### src/rtl/adder_arb_pkg.sv
// adder_arb_pkg: shared definitions for the round-robin adder arbiter.
//   - FSM state encoding (IDLE / ADD / RESP)
//   - default requester count and operand width
//   - width of the optional settle down-counter (build with ADD_ARB_SETTLE_EN)
package adder_arb_pkg;

  localparam int ADD_ARB_N_DEF = 4;
  localparam int ADD_ARB_W_DEF = 5;
  localparam int SETTLE_CNT_W  = 4;

  typedef enum logic [1:0] {
    IDLE = 2'b00,
    ADD  = 2'b01,
    RESP = 2'b10
  } arb_state_e;

endpackage

### src/rtl/adder_arbiter_ripple_add.sv
// ripple_add: W-bit ripple-carry adder built from a chain of full-adder cells.
// Ports:
//   a, b  [W-1:0]  operands
//   cin            carry into bit 0
//   sum   [W-1:0]  a + b + cin, modulo 2^W
//   cout           carry out of bit W-1
module ripple_add
  import adder_arb_pkg::*;
#(
  parameter int W = ADD_ARB_W_DEF
) (
  input  logic [W-1:0] a,
  input  logic [W-1:0] b,
  input  logic         cin,
  output logic [W-1:0] sum,
  output logic         cout
);

  logic [W:0] carry;

  assign carry[0] = cin;

  for (genvar gi = 0; gi < W; gi++) begin : g_fa
    assign sum[gi]     = a[gi] ^ b[gi] ^ carry[gi];
    assign carry[gi+1] = (a[gi] & b[gi]) | (carry[gi] & (a[gi] ^ b[gi]));
  end

  assign cout = carry[W];

endmodule

### src/rtl/adder_arbiter.sv
// adder_arbiter: round-robin arbiter sharing one ripple_add among N requesters.
// Ports:
//   clk, rst              clock, synchronous active-high reset
//   req_valid/ready [N]   per-requester operand handshake (ready is one-hot)
//   req_x, req_y [N*W]    operands, requester i in bits [i*W +: W]
//   rsp_valid [N]         one-hot registered result valid to the granted requester
//   rsp_sum [W], rsp_cout registered result, {cout,sum} = X + Y
//   rsp_ready [N]         result accept, only the granted bit is looked at
// Build option: define ADD_ARB_SETTLE_EN to stretch ADD to SETTLE_CYC cycles
// using a down-counter; otherwise ADD lasts one cycle and SETTLE_CYC is ignored.
module adder_arbiter
  import adder_arb_pkg::*;
#(
  parameter int N          = ADD_ARB_N_DEF,
  parameter int W          = ADD_ARB_W_DEF,
  parameter int SETTLE_CYC = 3
) (
  input  logic           clk,
  input  logic           rst,
  input  logic [N-1:0]   req_valid,
  input  logic [N*W-1:0] req_x,
  input  logic [N*W-1:0] req_y,
  output logic [N-1:0]   req_ready,
  output logic [N-1:0]   rsp_valid,
  output logic [W-1:0]   rsp_sum,
  output logic           rsp_cout,
  input  logic [N-1:0]   rsp_ready
);

  localparam int PW = (N > 1) ? $clog2(N) : 1;

  arb_state_e    state_q, state_d;
  logic [PW-1:0] ptr_q;
  logic [PW-1:0] grant_q;
  logic [W-1:0]  op_x_q;
  logic [W-1:0]  op_y_q;
  logic [N-1:0]  rsp_valid_q;
  logic [W-1:0]  rsp_sum_q;
  logic          rsp_cout_q;

  logic          sel_any;
  logic [PW-1:0] sel_idx;
  logic [PW-1:0] ptr_next;
  logic [W-1:0]  add_sum;
  logic          add_cout;
  logic          add_last;

  // First valid requester at or after ptr, wrapping modulo N. Scanning from
  // the far end down lets the closest candidate overwrite earlier hits.
  function automatic logic [PW:0] rr_pick(input logic [N-1:0]  valid,
                                          input logic [PW-1:0] ptr);
    logic [PW:0] r;
    int          idx;
    r = '0;
    for (int k = N - 1; k >= 0; k--) begin
      idx = (int'(ptr) + k) % N;
      if (valid[idx]) r = {1'b1, PW'(idx)};
    end
    return r;
  endfunction

  always_comb begin
    {sel_any, sel_idx} = rr_pick(req_valid, ptr_q);
  end

  assign ptr_next = (sel_idx == PW'(N - 1)) ? '0 : sel_idx + PW'(1);

  ripple_add #(.W(W)) u_add (
    .a    (op_x_q),
    .b    (op_y_q),
    .cin  (1'b0),
    .sum  (add_sum),
    .cout (add_cout)
  );

`ifdef ADD_ARB_SETTLE_EN
  localparam logic [SETTLE_CNT_W-1:0] SETTLE_LOAD = SETTLE_CNT_W'(SETTLE_CYC - 1);

  logic [SETTLE_CNT_W-1:0] settle_cnt_q;

  // Loaded on the grant edge so the first ADD cycle already sees the count.
  always_ff @(posedge clk) begin
    if (rst) begin
      settle_cnt_q <= '0;
    end else if (state_q == IDLE && sel_any) begin
      settle_cnt_q <= SETTLE_LOAD;
    end else if (state_q == ADD && settle_cnt_q != '0) begin
      settle_cnt_q <= settle_cnt_q - 1'b1;
    end
  end

  assign add_last = (settle_cnt_q == '0);
`else
  // SETTLE_CYC has no effect in this build.
  if (SETTLE_CYC < 0) begin : g_settle_unused
  end

  assign add_last = 1'b1;
`endif

  // State register
  always_ff @(posedge clk) begin
    if (rst) state_q <= IDLE;
    else     state_q <= state_d;
  end

  // Next-state logic
  always_comb begin
    state_d = state_q;
    case (state_q)
      IDLE:    if (sel_any) state_d = ADD;
      ADD:     if (add_last) state_d = RESP;
      RESP:    if (rsp_ready[grant_q]) state_d = IDLE;
      default: state_d = IDLE;
    endcase
  end

  // Output logic: accept strobe only while idle and out of reset
  always_comb begin
    req_ready = '0;
    if (state_q == IDLE && sel_any && !rst) req_ready[sel_idx] = 1'b1;
  end

  // Operand capture, grant/pointer update and result registers
  always_ff @(posedge clk) begin
    if (rst) begin
      ptr_q       <= '0;
      grant_q     <= '0;
      op_x_q      <= '0;
      op_y_q      <= '0;
      rsp_valid_q <= '0;
      rsp_sum_q   <= '0;
      rsp_cout_q  <= 1'b0;
    end else begin
      case (state_q)
        IDLE: begin
          if (sel_any) begin
            op_x_q  <= req_x[int'(sel_idx)*W +: W];
            op_y_q  <= req_y[int'(sel_idx)*W +: W];
            grant_q <= sel_idx;
            ptr_q   <= ptr_next;
          end
        end
        ADD: begin
          if (add_last) begin
            rsp_sum_q   <= add_sum;
            rsp_cout_q  <= add_cout;
            rsp_valid_q <= N'(1) << grant_q;
          end
        end
        RESP: begin
          if (rsp_ready[grant_q]) rsp_valid_q <= '0;
        end
        default: ;
      endcase
    end
  end

  assign rsp_valid = rsp_valid_q;
  assign rsp_sum   = rsp_sum_q;
  assign rsp_cout  = rsp_cout_q;

endmodule

### config.mk
export PLATFORM = sky130hd
export DESIGN_NAME = adder_arbiter
export DESIGN_NICKNAME = d
export VERILOG_FILES = /design/src/rtl/adder_arb_pkg.sv /design/src/rtl/adder_arbiter_ripple_add.sv /design/src/rtl/adder_arbiter.sv
export SDC_FILE = /design/constraint.sdc
export NUM_CORES = 1
export LEC_CHECK = 0
export ABC_AREA = 1
export CORE_MARGIN = 2
export CORE_UTILIZATION = 50
export CTS_BUF_LIST = sky130_fd_sc_hd__clkbuf_8
export CTS_CLUSTER_SIZE = 40
export DETAILED_ROUTE_END_ITERATION = 8
export PLACE_DENSITY = 0.88
export SLEW_MARGIN = 20
export SYNTH_ARGS = -nofsm -noshare
export SYNTH_HDL_FRONTEND = slang
export SYNTH_HIERARCHICAL = 1
export SYNTH_SLANG_ARGS = --single-unit
### constraint.sdc
create_clock -name clk -period 5.4 [get_ports clk]
set_clock_uncertainty 0.2 [all_clocks]
set_input_delay 0.54 -clock clk [delete_from_list [all_inputs] [get_ports clk]]
set_output_delay 0.54 -clock clk [all_outputs]
set_load 0.1 [all_outputs]
== Yosys cells after proc, flatten, opt, wreduce, memory -nomap -nowiden ==
Index checks and enable logic that the tools add are counted.
Operators by class
  multiplexer cells: 26
  multipliers: 1
  reductions and logical operators: 12
  divide/modulo/power cells: 0
  add/subtract/negate cells: 4
  order comparisons: 7
  shift-type cells: 3
  eq/ne operators: 5
  bitwise operators: 25
Operators with widths (number)
  $shiftx A20 B32 Y5: 1
  $shiftx A20 B6 Y5: 1
  $lt A3 B4 Y1 const B: 3
  $mux W3: 4
  $bmux W1 S2: 5
  $and A1 B1 Y1: 9
  $lt A2 B3 Y1 const B: 3
  $mux W1: 9
  $xor A1 B1 Y1: 9
  $mux W4: 2
  $pmux W4 S2: 1
  $mux W2: 3
  $pmux W2 S3: 1
  $reduce_and A2 Y1: 3
  $reduce_or A2 Y1: 3
  $mul A2 B3 Y5 const B: 1
  $add A2 B1 Y2 const B: 2
  $add A2 B2 Y2 const B: 2
  $eq A2 B2 Y1 const B: 2
  $ne A2 B2 Y1 const B: 2
  $or A1 B1 Y1: 4
  $shl A1 B2 Y4 const A: 1
  $and A1 B1 Y1 const A: 3
  $logic_and A1 B1 Y1: 3
  6 further kinds: 6
Word-level totals
  RAM bits: 0
  memory bits (read-only): 0
  register bits: 26
  input port bits: 50
  latch bits: 0
  logic and storage cells: 91
  memories kept: 0
  output and inout bits: 14

== Depth between registers and ports, before layout ==
Gate-level depths: netlist (run 1).
  depth after elaboration: 15
  depth in mapped cells: 16
  gate-level depth less buffers: 15

== Cells and area by module ==
Netlist (run 1), hierarchy kept.
Modules (own cells, without submodules)
  adder_arbiter: cells an instance 270, seq. area each 520.5 sq um, area each 1649.1 sq um, times used 1
  ripple_add: cells an instance 15, seq. area each 0.0 sq um, area each 137.6 sq um, times used 1

== Least setup slack after synthesis (run 1) ==
No wires, ideal clock.
  kind: input to output
  start: in req_valid[3]
  end: out req_ready[2]
  arrival time: 2632 ps
  cell stages on the path: 9
  path slack: 2028 ps
  required time: 4660 ps
  path buffers: 1
  cell sequence: inv_1 > o21ai_2 > nand2_2 > nand2_1 > inv_2 > a21oi_4 > buf_4 > nand3_1 > nor2_1
Between the ends
  longest elaborated chain between the ends: 12
  elaborated cells between the ends (all ways): 23
  classes of those cells: 2 x order compare; 18 x mux; 3 x reduce/logical
RTL lines
  from (decl): line adder_arbiter.sv:20  | input logic [N-1:0] req_valid,
  $bmux W1 S2: line adder_arbiter.sv:57  | if (valid[idx]) r = {1'b1, PW'(idx)};
  $mux W1 (implied by the code) (2 in series): line adder_arbiter.sv:57
  $mux W3 (3 in series): line adder_arbiter.sv:57
  $mux W3 *: line adder_arbiter.sv:57
  $lt A2 B3 Y1 (implied by the code) / $ge A2 B1 Y1 (equally long branches): line adder_arbiter.sv:121  | if (state_q == IDLE && sel_any && !rst) req_ready[sel_idx] = 1'b1;
  $logic_and A1 B1 Y1 (implied by the code): line adder_arbiter.sv:121
  $mux W1 (implied by the code): line adder_arbiter.sv:121
  $demux W1 S2: line adder_arbiter.sv:121
  $mux W4 *: line adder_arbiter.sv:121
  to (decl): line adder_arbiter.sv:23  | output logic [N-1:0] req_ready,
Mark *: on every way between the ends. The rest lies on a longest branch, timed or not. The select of a mux whose other input is x is not followed.

== Worst setup path in the final report (run 1) ==
Same ends and word-level chain as after synthesis.

==> results.md, run 1 <==
## Critical path
• **number of cells on the worst reg-to-reg path** 11
• **dominant delay contributor by cell family on the critical path** buffers and inverters
• **maximum single-stage delay on the critical path** 1140 ps
• **required time of the worst setup path** 4660 ps
• **critical path depth** 12
• **critical path fanouts, max** 27
• **cells along the critical path** clkdlybuf4s50_1 -> inv_1 -> o21ai_2 -> nor2_1 -> nand2_1 -> nand2_1 -> nor2_4 -> inv_1 -> nor2_1 -> inv_1 -> nor2_1 -> clkdlybuf4s50_1
• **path type of the worst setup path** in -> out
• **data arrival time at the worst-slack endpoint** 3520 ps
• **critical-path cell with the highest stage delay** clkdlybuf4s50_1
• **crit start category** primary input
• **count of buffering cells on the critical path with inverters included** 5
• **crit path capture type** output port

## Timing
• **final sum of negative setup slack** 0 ps
• **worst hold slack after final layout** 264 ps
• **highest clock rate** 235 MHz
• **setup repair after global routing missed its margin** false
• **period utilization** 79.0%
• **Final setup violation count** 0
• **post-layout min period** 4260 ps
• **worst slew slack as a fraction of its limit** 35.1%
• **final setup margin** 1140 ps
• **number of max-slew violations in the final report** 0
• **transition time at the pin with the least slew margin** 970 ps
• **number of endpoints with negative hold slack in the final report** 0

## Route
• **Final Routed Wirelength** 4170 um
• **via-per-instance ratio** 4.99
• **post-route met1 wirelength** 1870 um
• **1st-pass router iterations** 5
• **WL met2** 2010 um
• **total number of vias** 1915
• **routed wl met3** 246 um
• **highest routed metal layer** met4
• **number of DRC violations after detailed-routing iteration 0** 98
• **wire length per cell after detailed routing** 10.8 um
• **remaining routing DRC violations** 0
• **ANT nets after route** 0

## Synth
• **biggest area consumer among synthesized cells** dfxtp_1
• **synthesis warning total** 6
• **leading cell type by number of instances after synthesis** nor2_1
• **area share of the largest cell type after synthesis** 29.1%
• **count of distinct cell types in the synthesized netlist** 25
• **dominant register cell in the synthesized netlist** dfxtp_1
• **list of most frequent post-synthesis cells** nor2_1, nand2_1, inv_1
• **cell types with the largest area share after synthesis** dfxtp_1, nor2_1, nand2_1
• **async set or reset register ratio after synthesis** 0%
• **total standard cell area after synthesis** 0.00179 mm^2
• **Synth Register Bits** 26
• **synthesized instance count** 285
• **number of enable flip-flop cells after synthesis** 0
• **Post-Synthesis Net Count** 340
• **part of the Yosys area used for sequential elements** 29.1%
• **average size of a mapped cell** 6.27 um^2

## Clock network
• **TritonCTS buffer count** 3
• **Resized cells post-CTS** 0
• **hold_buf cts** 0
• **later-pin clock latency in the skew report** 270 ps
• **count of H-tree levels built during CTS** 1
• **CTS tree** built
• **cell chosen for the clock root** clkbuf_8
• **largest buffer count on any clock path** 2
• **number of buffers added for setup after CTS** 0
• **CTS sink count** 26
• **CTS clock-pin slew for the worst setup and hold paths** 90 ps

## Power and ir drop
• **portion of total power attributed to sequential cells** 22.6%
• **clock power share** 8.7%
• **fraction of power spent switching nets** 56.6%
• **Sw Pwr** 0.803 mW
• **Internal Power** 0.615 mW
• **combinational share of power** 68.8%
• **static power due to leakage** 1.12 nW
• **Power, Total** 1.42 mW
• **power per unit of standard cell area** 583 mW/mm^2
• **worst supply voltage drop on vdd** 0.373 mV

## Placement
• **placed wire-length estimate** 3220 um
• **number of port buffers** 63
• **cell total after placement** 380
• **final RePlAce weighted congestion** 0.828
• **pre-CTS worst setup slack** 1150 ps

## GRT
• **number of global-route vias before repair** 1686
• **first-pass GRT wire length** 7290 um
• **antenna violations before repair** 0
• **gr ovfl total** 0
• **global-route usage over all layers** 22.0%
• **largest net degree at the start of global routing** 35

## Floorplanning
• **cell row count** 21
• **placeable core area** 0.00339 mm^2
• **Starting Density** 52.7%
• **die height** 63.8 um
• **total I/O pin count** 64
• **die boundary width** 63.8 um
• **die area** 0.00407 mm^2

## Min path
• **HP Class** reg -> reg
• **cell depth of the worst min-delay path** 2

## Finish
• **total of fill cells in the finished design** 282
• **final-stage net count** 394
• **Syn-to-layout area delta** 36.1%
• **share of layout cells above drive strength 1** 5.62%
• **FF+latch area** 520 um^2
• **number of non-filler instances in the completed layout** 384
• **combined area of the multi-input logic cells** 0.00103 mm^2
• **number of antenna diodes** 0

## Flow run
• **Max Cap Violations** 0

## Run status
• **result of the run** finished clean

## power by group through the flow
stage                     clock network (mW)  logic [mW]  registers, mW
after floorplan                            0       0.713          0.438
after global placement                     0       0.949          0.320
after detailed placement                   0       0.968          0.324
after CTS                              0.126       0.973          0.320
after global routing                   0.132        1.09          0.329
final                                  0.123       0.975          0.320
## registers in the layout, summed over array words and instances, names as in the netlist
register / flops
op_y_q: 5
grant_q: 2
ptr_q: 2
rsp_sum: 5
rsp_valid: 4
state_q: 2
op_x_q: 5
rsp_cout: 1
## placed cells by master, fill, tap and decap left out, types with 5 or more instances in the layout
cell type        count
nand2_1             59
a21oi_1              8
clkdlybuf4s50_1     62
nor2_1              63
o21ai_0             19
nand3_1             26
dfxtp_1             26
nand4_1             10
inv_1               36
fa_1                 5
## tightest hold or removal path, stage by stage (launching register included)
cell,delay (ps)
dfxtp_1,320
nand2_1,60
a21oi_1,50
## worst paths after layout
kind	startpoint	end	slack, ps
max	req_valid[3]	req_ready[2]	1140
min	rsp_valid[1]	rsp_valid[1]	260
max reg2reg	op_x_q[0]	rsp_sum[4]	2600
min reg2reg	rsp_valid[1]	rsp_valid[1]	260
## cell families after synthesis
kind of cell	count (synthesis)	share of synthesized area, %
adders and majority gates	5	5.60
AOI/OAI and AO/OA	33	10.6
other	1	0.210
and+or+nand+nor	168	41.1
buffers and inverters	52	13.4
DFF	26	29.1
## per-layer routing
metal | GRT usage [%] | up-vias
met5 | 0 | -
met4 | 7.34 | 0
met3 | 2.46 | 4
met2 | 37.2 | 62
met1 | 28.9 | 851
li1 | - | 998
## area by class of cell
type	instances	share of cell area [%]
inverters	38	5.87
well taps	46	2.37
multi-input cells	207	42.3
clock buffers	4	2.26
repair buffers	63	25.8
flip-flops and latches	26	21.4
## per-stage QoR
step	util, %	area (um^2)
after global placement	70.1	2380
final	71.7	2430
after CTS	71.7	2430
after floorplan	-	1790
after global routing	71.7	2430
after detailed placement	70.1	2380
No activity file was read; power rests on OpenSTA's default activity.
==> inputs of run 2 (changes only) <==
- CORE_UTILIZATION: 50 -> 46
- PLACE_DENSITY: 0.88 -> 0.82
- clock period: 5.4 -> 4.04 ns (I/O delays scaled with it)
==> run 2 against run 1 <==
Count of clock-buffer cells in the layout stayed put. Routed wire length is 4.2% lower. Largest power group unchanged. Global-route usage is 1.8 points lower. Combinational power is 31% higher. Largest cell class unchanged. Sequential share of layout area hardly changed. Die area is 8.1% higher. Worst hold slack hardly changed. Register-to-register slack worse by 1300 ps. Critical path depth is 1 higher. Final cell count is 0.52% higher. Cell area is 0.21% lower.
==> results.md, run 2 (synthesized netlist as in run 1, its figures left out) <==
## Timing
• **post-layout min period** 3290 ps
• **number of endpoints with negative hold slack in the final report** 0
• **highest clock rate** 304 MHz
• **period utilization** 81.5%
• **transition time at the pin with the least slew margin** 967 ps
• **worst slew slack as a fraction of its limit** 35.3%
• **worst hold slack after final layout** 264 ps
• **setup repair after global routing missed its margin** false
• **number of max-slew violations in the final report** 0
• **final sum of negative setup slack** 0 ps
• **Final setup violation count** 0

## Critical path
• **critical-path cell with the highest stage delay** dfxtp_1
• **critical path fanouts, max** 27
• **data arrival time at the worst-slack endpoint** 2690 ps
• **required time of the worst setup path** 3440 ps
• **crit start category** register
• **crit path capture type** output port
• **cells along the critical path** inv_1 -> nand2_1 -> nand2_1 -> inv_1 -> nor2_1 -> nand2_1 -> nand2_1 -> nor2_4 -> inv_1 -> nor2_1 -> inv_1 -> nor3_2 -> buf_4
• **dominant delay contributor by cell family on the critical path** simple AND/OR/NAND/NOR gates
• **path type of the worst setup path** reg -> out
• **maximum single-stage delay on the critical path** 620 ps
• **count of buffering cells on the critical path with inverters included** 5

## GRT
• **antenna violations before repair** 0
• **global-route track usage on met3** 3.07%
• **number of global-route vias before repair** 1727
• **met2 Resource Use GR** 34.4%
• **global-route usage over all layers** 20.1%
• **fraction of met1 tracks used by global routing** 26.1%
• **first-pass GRT wire length** 7070 um
• **gr ovfl total** 0
• **largest net degree at the start of global routing** 35
• **busiest layer in global routing** met2

## Placement
• **number of port buffers** 63
• **final RePlAce weighted congestion** 0.817
• **placed wire-length estimate** 3160 um

## Finish
• **FF+latch area** 520 um^2
• **share of layout cells above drive strength 1** 6.51%
• **final-stage net count** 394
• **total of fill cells in the finished design** 352
• **commonest cells after routing, fill and taps aside** nor2_1, nand2_1, clkdlybuf4s50_1
• **number of antenna diodes** 0
• **combined area of the multi-input logic cells** 0.00103 mm^2
• **Syn-to-layout area delta** 35.8%
• **commonest non-fill, non-tap cell in the layout** nor2_1
• **post-route core utilization** 65.8%

## Floorplanning
• **cell row count** 22
• **Starting Density** 48.4%
• **total I/O pin count** 64
• **die boundary width** 66.3 um
• **placeable core area** 0.00369 mm^2
• **die area** 0.00440 mm^2
• **die height** 66.3 um

## Clock network
• **CTS tree** built
• **CTS clock-pin slew for the worst setup and hold paths** 80 ps
• **TritonCTS buffer count** 3
• **later-pin clock latency in the skew report** 260 ps
• **Resized cells post-CTS** 0
• **CTS sink count** 26
• **count of H-tree levels built during CTS** 1
• **largest buffer count on any clock path** 2
• **number of buffers added for setup after CTS** 0
• **cell chosen for the clock root** clkbuf_8
• **hold_buf cts** 0

## Route
• **total number of vias** 1845
• **via-per-instance ratio** 4.78
• **ANT nets after route** 0
• **wire length per cell after detailed routing** 10.3 um
• **1st-pass router iterations** 4
• **number of DRC violations after detailed-routing iteration 0** 70
• **remaining routing DRC violations** 0
• **Final Routed Wirelength** 3990 um

## Flow run
• **Max Cap Violations** 0

## Power and ir drop
• **Power, Total** 1.87 mW
• **worst supply voltage drop on vdd** 0.375 mV
• **static power due to leakage** 1.12 nW
• **power per unit of standard cell area** 770 mW/mm^2

## Min path
• **HP Class** reg -> reg

## Run status
• **result of the run** finished clean

run 2: changes by cell type in the layout (fill, tap and decap cells not counted):
cell             before  now
buf_4                 1    4
clkdlybuf4s50_1      62   59
run 2: metal layers:
metal / wire, um / share of wire [%] / vias up
met1: 1940 / 49 / 800
met3: 212 / 5.3 / 2
met4: 21 / 0.53 / 0
met5: 0 / 0 / -
met2: 1810 / 45 / 46
li1: - / - / 997
run 2: path summary, 6_finish.rpt:
check	slack, ps	cells after the start	from	endpoint
worst max register to register	1270	11	op_x_q[0]	rsp_sum[4]
worst min-delay path	260	2	rsp_valid[1]	rsp_valid[1]
worst max-delay path	750	13	ptr_q[0]	req_ready[0]
worst min register to register	260	2	rsp_valid[1]	rsp_valid[1]
run 2: worst reg2reg max path, delay by kind of cell (launching register included):
family	cells	cell delay [ps]
AOI/OAI and AO/OA	1	80
adders and majority gates	5	1740
buffers and inverters	4	260
DFF	1	340
and+or+nand+nor	1	100
run 2: layout make-up:
type / count / share of cell area [%]
multi-input cells: 207 / 42.3
well taps: 48 / 2.48
clock buffers: 4 / 2.27
inverters: 38 / 5.88
flip-flops and latches: 26 / 21.5
repair buffers: 63 / 25.6
run 2: power breakdown:
group / leakage (nW) / switching [mW] / internal, mW / total, mW
registers: 0.215 / 0.0791 / 0.346 / 0.425
logic: 0.880 / 0.898 / 0.384 / 1.28
clock network: 0.0288 / 0.0749 / 0.0869 / 0.162
total: 1.12 / 1.05 / 0.817 / 1.87
run 2: metrics by stage:
| step | worst slack, ps | cells | area, um^2 |
|---|---|---|---|
| final | 749 | 386 | 2430 |
| after global routing | 342 | 386 | 2430 |
| after CTS | 713 | 386 | 2430 |
| after detailed placement | 890 | 382 | 2370 |
| after global placement | 976 | 382 | 2370 |
| after floorplan | 890 | 285 | 1790 |
